**config.mk**
```make
export PLATFORM = sky130hd
export DESIGN_NAME = arbitro_tx_serial
export DESIGN_NICKNAME = d
export VERILOG_FILES = /design/src/rtl/arbitro_tx_serial_pkg.sv /design/src/rtl/arbitro_tx_serial_contador_timeout.sv /design/src/rtl/arbitro_tx_serial.sv
export SDC_FILE = /design/constraint.sdc
export NUM_CORES = 1
export LEC_CHECK = 0
export ABC_AREA = 1
export CORE_MARGIN = 2
export CORE_UTILIZATION = 40
export DETAILED_ROUTE_END_ITERATION = 12
export GPL_ROUTABILITY_DRIVEN = 1
export MAX_ROUTING_LAYER = met4
export PLACE_DENSITY_LB_ADDON = 0.3
export SYNTH_ARGS = -nofsm -noshare
export SYNTH_HDL_FRONTEND = slang
export SYNTH_SLANG_ARGS = --single-unit
```
**constraint.sdc**
```tcl
create_clock -name clock -period 1.5 [get_ports clock]
set_input_delay 0.15 -clock clock [delete_from_list [all_inputs] [get_ports clock]]
set_output_delay 0.15 -clock clock [all_outputs]
set_load 0.01 [all_outputs]
```
**src/rtl/arbitro_tx_serial_pkg.sv**
```systemverilog
// Shared definitions for the serial TX arbiter: FSM states, grant encodings
// and the default byte width.
package arbitro_tx_serial_pkg;

  localparam int DATA_W_PADRAO = 8;

  typedef enum logic [1:0] {
    OCIOSO      = 2'd0,
    ENVIA       = 2'd1,
    AGUARDA_FIM = 2'd2
  } estado_t;

  localparam logic [1:0] CONC_NENHUM = 2'b00;
  localparam logic [1:0] CONC_SRC0   = 2'b01;
  localparam logic [1:0] CONC_SRC1   = 2'b10;

  function automatic logic [1:0] concedido_de(input logic idx);
    return idx ? CONC_SRC1 : CONC_SRC0;
  endfunction

endpackage

```
**src/rtl/arbitro_tx_serial_contador_timeout.sv**
```systemverilog
// Stall counter for the arbiter: pulses fim after LIMITE consecutive enabled
// cycles. Only compiled with ARBITRO_TIMEOUT_EN defined.
`ifdef ARBITRO_TIMEOUT_EN
module contador_timeout #(
  parameter int LIMITE = 1024
) (
  input  logic clock,
  input  logic reset,
  input  logic clear,
  input  logic enable,
  output logic fim
);

  localparam int CNT_W = $clog2(LIMITE + 1);

  logic [CNT_W-1:0] cnt_reg;

  assign fim = enable && (cnt_reg == CNT_W'(LIMITE - 1));

  always_ff @(posedge clock) begin
    if (reset || clear || fim) begin
      cnt_reg <= '0;
    end else if (enable) begin
      cnt_reg <= cnt_reg + CNT_W'(1);
    end
  end

endmodule
`endif

```
**src/rtl/arbitro_tx_serial.sv**
```systemverilog
// Packet-level round-robin arbiter sharing one serial TX between two byte
// sources. Optional stall timeout enabled by defining ARBITRO_TIMEOUT_EN.
module arbitro_tx_serial
  import arbitro_tx_serial_pkg::*;
#(
  parameter int DATA_W         = DATA_W_PADRAO,
  parameter int TIMEOUT_CICLOS = 1024
) (
  input  logic              clock,
  input  logic              reset,
  input  logic              req0_valid,
  input  logic [DATA_W-1:0] req0_dado,
  input  logic              req0_ultimo,
  output logic              req0_pronto,
  input  logic              req1_valid,
  input  logic [DATA_W-1:0] req1_dado,
  input  logic              req1_ultimo,
  output logic              req1_pronto,
  output logic              tx_partida,
  output logic [DATA_W-1:0] tx_dado,
  input  logic              tx_fim,
  output logic [1:0]        concedido,
  output logic              erro_timeout
);

  estado_t           estado_reg;
  logic              idx_reg;
  logic              prio_reg;
  logic              ultimo_reg;
  logic [1:0]        concedido_reg;
  logic              tx_partida_reg;
  logic [DATA_W-1:0] tx_dado_reg;
  logic              pronto0_reg;
  logic              pronto1_reg;

  logic              idx_next;
  logic              sel_valid;
  logic              sel_ultimo;
  logic [DATA_W-1:0] sel_dado;

  // A lone requester always wins; prio only breaks ties.
  always_comb begin
    idx_next = req1_valid;
    if (req0_valid && req1_valid) begin
      idx_next = prio_reg;
    end
  end

  assign sel_valid  = idx_reg ? req1_valid  : req0_valid;
  assign sel_ultimo = idx_reg ? req1_ultimo : req0_ultimo;
  assign sel_dado   = idx_reg ? req1_dado   : req0_dado;

`ifdef ARBITRO_TIMEOUT_EN
  logic timeout_fim;
  logic erro_reg;

  contador_timeout #(
    .LIMITE (TIMEOUT_CICLOS)
  ) u_contador (
    .clock  (clock),
    .reset  (reset),
    .clear  ((estado_reg != ENVIA) || sel_valid),
    .enable ((estado_reg == ENVIA) && !sel_valid),
    .fim    (timeout_fim)
  );

  assign erro_timeout = erro_reg;
`else
  assign erro_timeout = 1'b0;
`endif

  always_ff @(posedge clock) begin
    if (reset) begin
      estado_reg     <= OCIOSO;
      idx_reg        <= 1'b0;
      prio_reg       <= 1'b0;
      ultimo_reg     <= 1'b0;
      concedido_reg  <= CONC_NENHUM;
      tx_partida_reg <= 1'b0;
      tx_dado_reg    <= '0;
      pronto0_reg    <= 1'b0;
      pronto1_reg    <= 1'b0;
`ifdef ARBITRO_TIMEOUT_EN
      erro_reg       <= 1'b0;
`endif
    end else begin
      tx_partida_reg <= 1'b0;
      pronto0_reg    <= 1'b0;
      pronto1_reg    <= 1'b0;
`ifdef ARBITRO_TIMEOUT_EN
      erro_reg       <= 1'b0;
`endif
      case (estado_reg)
        OCIOSO: begin
          if (req0_valid || req1_valid) begin
            idx_reg       <= idx_next;
            concedido_reg <= concedido_de(idx_next);
            estado_reg    <= ENVIA;
          end
        end
        ENVIA: begin
          if (sel_valid) begin
            tx_partida_reg <= 1'b1;
            tx_dado_reg    <= sel_dado;
            pronto0_reg    <= !idx_reg;
            pronto1_reg    <= idx_reg;
            ultimo_reg     <= sel_ultimo;
            estado_reg     <= AGUARDA_FIM;
          end
`ifdef ARBITRO_TIMEOUT_EN
          else if (timeout_fim) begin
            erro_reg      <= 1'b1;
            concedido_reg <= CONC_NENHUM;
            prio_reg      <= ~idx_reg;
            estado_reg    <= OCIOSO;
          end
`endif
        end
        AGUARDA_FIM: begin
          // Next byte is only requested once the TX reports the stop bit done.
          if (tx_fim) begin
            if (ultimo_reg) begin
              concedido_reg <= CONC_NENHUM;
              prio_reg      <= ~idx_reg;
              estado_reg    <= OCIOSO;
            end else begin
              estado_reg    <= ENVIA;
            end
          end
        end
        default: begin
          concedido_reg <= CONC_NENHUM;
          estado_reg    <= OCIOSO;
        end
      endcase
    end
  end

  assign req0_pronto = pronto0_reg;
  assign req1_pronto = pronto1_reg;
  assign tx_partida  = tx_partida_reg;
  assign tx_dado     = tx_dado_reg;
  assign concedido   = concedido_reg;

endmodule

```
==> run_results.csv, run 1 <==
group,metric,value,unit
power,p_int,0.809,mW
drt,first_pass_iters,4,
floorplanning,die_y,50.1,um
synth,synth-seq-cells,18,
place,place_worst_setup_slack,0.0436,ns
synth,synth.most_common_cell,"nand2_1",
synth,synth_top_area_share,42.4,%
synth,synth-seq-area-share,42.4,%
synth,synth_nets,149,
min_path,min_path_type,"flop to flop",
floorplanning,pin_count,37,
power,p_per_area,894,nW/um^2
critical_path,path_max_fanout,2,
synth,synth_edf_count,0,
power,p_sw_share,28.2,%
timing,hold_ws,0.477,ns
global_route,grtUsageTotal,18.7,%
critical_path,critPathTopFamily,"buffers and inverters",
synth,yosys-top-cells-area,"dfxtp_1 (42%), nand2_1 (22%), nand4_1 (7.4%)",
power,p_clk_share,26.4,%
timing,rsz0062_at_grt,"false",
timing,fin_crit_sh,89.6,%
timing,report.final.slew_viol_count,0,
floorplanning,initial_core_util,42.9,%
layout,largest_reg_flops,8,
critical_path,ff2ff_path_depth,7,
critical_path,endpoint_kind,"primary output",
layout,antennaDiodeCount,0,
layout,drive_above_1_share,7.41,%
drt,drt_iter0_markers,22,
clock_network,post_cts_buffers,0,
synth,synthTopCellsByCount,"nand2_1 (49), dfxtp_1 (18), a21oi_1 (11), nor2_1 (11), nand4_1 (10)",
global_route,grt_pass1_wl,3.57,mm
floorplanning,core,1980,um^2
critical_path,cp.required,1.35,ns
timing,final-hold-violation-count,0,
power,pwr-share-comb,25.9,%
power,peakVddDrop,0.541,mV
synth,async_flop_share,0,%
floorplanning,die_w,50.1,um
layout,fin_nets,186,
layout,fillCellCount,171,
synth,synth_warnings,0,
timing,setup_viol,0,
power,p_leak,0.542,nW
place,dp_cells,185,
clock_network,htreeDepth,1,
timing,fin_setup_tns,0,ns
global_route,grt_pass1_vias,891,
clock_network,clk_pin_slew,0.11,ns
critical_path,cp_slowest_cell,"clkdlybuf4s50_1",
clock_network,worstSkewPairLatency,0.28,ns
synth,ys_types,20,
critical_path,regToRegStartpoint,"estado_reg[1]$_SDFFE_PP0P_",
drt,drc,0,
place,io_buffers,35,
layout,area_growth,48.3,%
critical_path,critPathMaxStageDelay,0.55,ns
global_route,grt_overflow,0,
drt,vias,926,
timing,final.setup_skew,0.00148,ns
layout,layout.cells.non_filler,189,
power,pwr-share-seq,47.7,%
synth,yosysTopAreaCell,"dfxtp_1",
place,dp_hpwl,1.62,mm
timing,layout_min_cycle_time,1.34,ns
critical_path,arrival,1.19,ns
min_path,min_to,"tx_dado[2]$_SDFFE_PP0P_",
floorplanning,dieArea,2510,um^2
synth,synth_area_per_cell,6.74,um^2
synth,synthFlopType,"dfxtp_1",
job,maxCapViolations,0,
clock_network,cts-root-buf,"clkbuf_4",
critical_path,regToRegEndpoint,"concedido[0]$_SDFFE_PP0P_",
synth,syn_inst,126,
outcome,status,"completed",
power,finalPower,1.13,mW
floorplanning,rows,16,
drt,ant_nets,0,
timing,max_freq,0.744,GHz
drt,wl,2.20,mm
place,place_congestion,0.855,
global_route,grt_max_degree,14,
critical_path,critPathLaunchType,"flop",
critical_path,criticalPathCategory,"flop to primary output",
synth,synth_area,850,um^2
critical_path,ff2ff_setup_slack,0.21,ns
min_path,min_path_cells,2,
clock_network,cts_tree,"yes",
drt,wire_per_inst,11.6,um
clock_network,numClockSinks,18,
timing,worst_slack,0.157,ns
drt,post_drt_via_cell_ratio,4.90,
critical_path,cp_num_buf_inv,1,
clock_network,clockBufferDepth,2,
power,power_switching,0.318,mW
clock_network,cts_made_buffers,3,
min_path,min-delay-start,"tx_dado[2]$_SDFFE_PP0P_",
critical_path,path_cells,"clkdlybuf4s50_1",
global_route,antenna_found_initial,0,
-- metrics by stage --
stage | util (%) | cell area [um^2]
finish | 63.6 | 1260
detailed placement | 61.5 | 1220
floorplan | - | 850
global placement | 61.5 | 1220
global route | 63.6 | 1260
CTS | 63.3 | 1250
-- worst register-to-register path, cell delays in order, from the launching register on --
cell and delay, ns:
dfxtp_1 0.43, inv_1 0.22, nand2_1 0.11, nand2_1 0.06, nor2_1 0.21, nand2_1 0.08, nand2_1 0.06, nor2_1 0.04
-- timing repair --
item / CTS / global route
setup endpoints to repair: 0 / 9
hold buffers: 0 / 0
endpoints found under the hold margin: 0 / 0
gates resized for setup: 0 / 2
-- cells in the final DEF (no fill, tap or decap) --
cell type	n
or2_1	1
clkinvlp_4	1
o21ai_2	1
clkbuf_4	3
clkbuf_8	1
nand2_1	49
o211ai_1	1
nand3_2	1
conb_1	1
o21ai_0	4
clkdlybuf4s50_1	35
dfxtp_2	1
nand4_1	10
buf_4	4
a21oi_1	11
nor3_1	1
inv_1	7
nor2_1	11
nand3_1	2
dfxtp_1	17
-- power groups by stage --
stage | clock network, mW | logic, mW | registers, mW
after floorplan | 0 | 0.146 | 0.552
after global placement | 0 | 0.279 | 0.546
after detailed placement | 0 | 0.288 | 0.547
after CTS | 0.300 | 0.291 | 0.536
after global routing | 0.322 | 0.325 | 0.541
final | 0.298 | 0.292 | 0.537
-- area by class of cell --
| type | instances | area (um^2) | share of cell area, % |
|---|---|---|---|
| Clock buffer | 4 | 36.3 | 2.88 |
| Inverter | 8 | 33.8 | 2.68 |
| Multi-Input combinational cell | 93 | 414 | 32.9 |
| Sequential cell | 18 | 362 | 28.7 |
| Tap cell | 27 | 33.8 | 2.68 |
| Timing Repair Buffer | 39 | 380 | 30.2 |
-- routing by layer --
layer	part of all wire (%)	vias up	GRT usage, %
li1	-	476	-
met1	43	416	21.1
met2	51	30	32.2
met3	4.2	4	3.33
met4	1.4	0	7.41
met5	0	-	-
-- worst max-delay path by stage --
| stage | start | to | cells after the start |
|---|---|---|---|
| finish | tx_dado[5]$_SDFFE_PP0P_ | tx_dado[5] | 1 |
| floorplan | estado_reg[0]$_SDFFE_PP0P_ | concedido[0]$_SDFFE_PP0P_ | 8 |
| detailed placement | req0_valid | tx_dado[0]$_SDFFE_PP0P_ | 6 |
| global placement | req0_valid | ultimo_reg$_SDFFE_PP0P_ | 6 |
| CTS | idx_reg$_SDFFE_PP0P_ | tx_dado[3]$_SDFFE_PP0P_ | 5 |
| global route | estado_reg[1]$_SDFFE_PP0P_ | concedido[1]$_SDFFE_PP0P_ | 7 |
-- kinds of logic after synthesis --
logic type / after synthesis / synth area share (%)
compound gates: 17 / 10.8
buf+inv: 15 / 8.84
flops: 18 / 42.4
simple gates: 75 / 37.6
other cells: 1 / 0.441
No activity file was read; power rests on OpenSTA's default activity.
==> inputs of run 2 (changes only) <==
--- a/config.mk
+++ b/config.mk
@@ -6,8 +6,11 @@
 export NUM_CORES = 1
 export LEC_CHECK = 0
 export ABC_AREA = 1
+export CELL_PAD_IN_SITES_DETAIL_PLACEMENT = 1
+export CELL_PAD_IN_SITES_GLOBAL_PLACEMENT = 1
 export CORE_MARGIN = 2
-export CORE_UTILIZATION = 40
+export CORE_UTILIZATION = 27
+export CTS_CLUSTER_SIZE = 25
 export DETAILED_ROUTE_END_ITERATION = 12
 export GPL_ROUTABILITY_DRIVEN = 1
 export MAX_ROUTING_LAYER = met4
==> run 2 against run 1 <==
  * Routed wire length is 16% higher
  * Sequential share of layout area shrank 0.95 points
  * Clock skew grew 0.0034 ns
  * Total power rose by 1.3%
  * Critical path depth is the same
  * Design area up 3.1%
  * Utilization shrank 21 points
  * Clock power about the same
==> run_results.csv, run 2 (same netlist as run 1, synthesis figures left out) <==
group,metric,value,unit
floorplanning,rows,20,
layout,area_growth,52.9,%
power,p_per_area,879,nW/um^2
drt,first_pass_iters,3,
layout,fillCellCount,397,
critical_path,path_max_fanout,2,
timing,setup_viol,0,
clock_network,numClockSinks,18,
outcome,status,"completed",
layout,antennaDiodeCount,0,
critical_path,critPathMaxStageDelay,0.54,ns
clock_network,worstSkewPairLatency,0.29,ns
global_route,grt_pass1_wl,4.24,mm
clock_network,clockBufferDepth,2,
critical_path,cp_num_buf_inv,1,
timing,layout_min_cycle_time,1.34,ns
power,p_int,0.816,mW
place,place_worst_setup_slack,-0.00404,ns
place,place_congestion,0.765,
critical_path,cp.required,1.35,ns
layout,layout_common_cells,"nand2_1 (49), clkdlybuf4s50_1 (35), dfxtp_1 (18), nor2_1 (11), a21oi_1 (11)",
critical_path,ff2ff_setup_slack,0.26,ns
floorplanning,die_w,60.1,um
critical_path,endpoint_kind,"primary output",
clock_network,post_cts_resized,0,
floorplanning,initial_core_util,28.1,%
floorplanning,die_y,60.1,um
drt,drt_iter0_markers,20,
clock_network,cts_made_buffers,3,
job,maxCapViolations,0,
place,io_buffers,35,
timing,max_freq,0.744,GHz
place,dp_hpwl,1.98,mm
floorplanning,core,3030,um^2
global_route,grtUsageTotal,16.1,%
min_path,min_path_type,"flop to flop",
critical_path,crit_path_start,"tx_dado[4]$_SDFFE_PP0P_",
power,p_clk_share,26.3,%
layout,fin_nets,189,
critical_path,crit_path_end,"tx_dado[4]",
timing,fin_setup_tns,0,ns
drt,post_drt_via_cell_ratio,4.57,
power,pwr-share-comb,27.0,%
timing,rsz0062_at_grt,"false",
critical_path,criticalPathCategory,"flop to primary output",
critical_path,regToRegEndpoint,"tx_dado[3]$_SDFFE_PP0P_",
critical_path,critPathTopFamily,"buffers and inverters",
floorplanning,pin_count,37,
critical_path,ff2ff_path_depth,5,
clock_network,cts_tree,"yes",
timing,report.final.slew_viol_count,0,
layout,drive_above_1_share,7.88,%
power,pwr-share-seq,46.8,%
drt,ant_nets,0,
global_route,grt_overflow,0,
critical_path,cp_slowest_cell,"clkdlybuf4s50_1",
clock_network,cts-root-buf,"clkbuf_4",
critical_path,path_cells,"clkdlybuf4s50_1",
timing,final-hold-violation-count,0,
timing,fin_crit_sh,89.6,%
clock_network,post_cts_buffers,0,
floorplanning,dieArea,3610,um^2
drt,vias,956,
global_route,grt_max_degree,14,
layout,final_common_cell,"nand2_1",
power,power_switching,0.325,mW
global_route,grt_pass1_vias,997,
drt,drc,0,
power,p_leak,0.556,nW
drt,wire_per_inst,12.2,um
clock_network,ctsHoldBuffers,0,
power,peakVddDrop,0.400,mV
power,p_sw_share,28.5,%
global_route,antenna_found_initial,0,
clock_network,clk_pin_slew,0.11,ns
layout,largest_reg_flops,8,
drt,wl,2.54,mm
timing,final.setup_skew,0.00485,ns
critical_path,regToRegStartpoint,"idx_reg$_SDFFE_PP0P_",
timing,worst_slack,0.155,ns
clock_network,htreeDepth,1,
critical_path,arrival,1.19,ns
critical_path,critPathLaunchType,"flop",
critical_path,cp_num_cells,1,
run 2: cell count changes in the layout (fill, tap and decap cells not counted), sizes merged:
cell	delta
buf	+3
clkinv	+1
clkinvlp	-1
run 2: layout make-up:
type                            instances  area, um^2  share of cell area, %
Timing Repair Buffer                   42         403                   31.0
Clock buffer                            4        36.3                   2.79
Tap cell                               44        55.1                   4.24
Inverter                                8        30.0                   2.31
Sequential cell                        18         360                   27.7
Multi-Input combinational cell         93         414                   31.9
run 2: worst min path at each step:
stage | from | end | slack, ns | cells past startpoint
CTS | tx_dado[3]$_SDFFE_PP0P_ | tx_dado[3]$_SDFFE_PP0P_ | 0.47 | 2
detailed placement | tx_dado[3]$_SDFFE_PP0P_ | tx_dado[3]$_SDFFE_PP0P_ | 0.46 | 2
finish | tx_dado[5]$_SDFFE_PP0P_ | tx_dado[5]$_SDFFE_PP0P_ | 0.47 | 2
global route | tx_dado[3]$_SDFFE_PP0P_ | tx_dado[3]$_SDFFE_PP0P_ | 0.50 | 2
global placement | tx_dado[5]$_SDFFE_PP0P_ | tx_dado[5]$_SDFFE_PP0P_ | 0.45 | 2
floorplan | reset | concedido[0]$_SDFFE_PP0P_ | 0.35 | 3
run 2: per-stage QoR:
step	utilization, %	hold slack [ns]	instance area [um^2]	power [mW]	std cells
final	42.9	0.472	1300	1.14	209
after global routing	42.9	0.499	1300	1.22	209
after CTS	42.9	0.475	1300	1.16	209
after detailed placement	41.7	0.460	1260	0.856	205
after global placement	41.7	0.454	1260	0.844	205
after floorplan	-	0.349	850	0.698	126
run 2: power groups by stage:
stage / Sequential (mW) / Clock, mW / Combinational, mW
2_1_floorplan: 0.552 / 0 / 0.146
3_3_place_gp: 0.544 / 0 / 0.300
3_5_place_dp: 0.545 / 0 / 0.311
4_1_cts: 0.534 / 0.316 / 0.312
5_1_grt: 0.539 / 0.335 / 0.343
6_report: 0.534 / 0.300 / 0.308
run 2: worst min-delay path, stage by stage, from the launching register on:
cell and delay (ns):
dfxtp_1 0.32, nand2_1 0.06, a21oi_1 0.05
run 2: per-layer routing:
| layer | wire length (um) | part of all wire, % | GRT usage (%) |
|---|---|---|---|
| met1 | 1100 | 43 | 18.5 |
| met5 | 0 | 0 | - |
| met3 | 92 | 3.6 | 1.30 |
| met4 | 27 | 1.1 | 7.62 |
| met2 | 1330 | 52 | 28.1 |
==> inputs of run 3 (changes only) <==
--- a/config.mk
+++ b/config.mk
@@ -13,7 +13,6 @@
 export CTS_CLUSTER_SIZE = 25
 export DETAILED_ROUTE_END_ITERATION = 12
 export GPL_ROUTABILITY_DRIVEN = 1
-export MAX_ROUTING_LAYER = met4
 export PLACE_DENSITY_LB_ADDON = 0.3
 export SYNTH_ARGS = -nofsm -noshare
 export SYNTH_HDL_FRONTEND = slang
==> results of run 3 <==
Same layout as run 2: the final DEF is identical, and so are final timing and power.
Main changes from that run: final weighted congestion in routability-driven placement 0.765 -> 0.755; overall routing resource usage 16.1% -> 15.7%
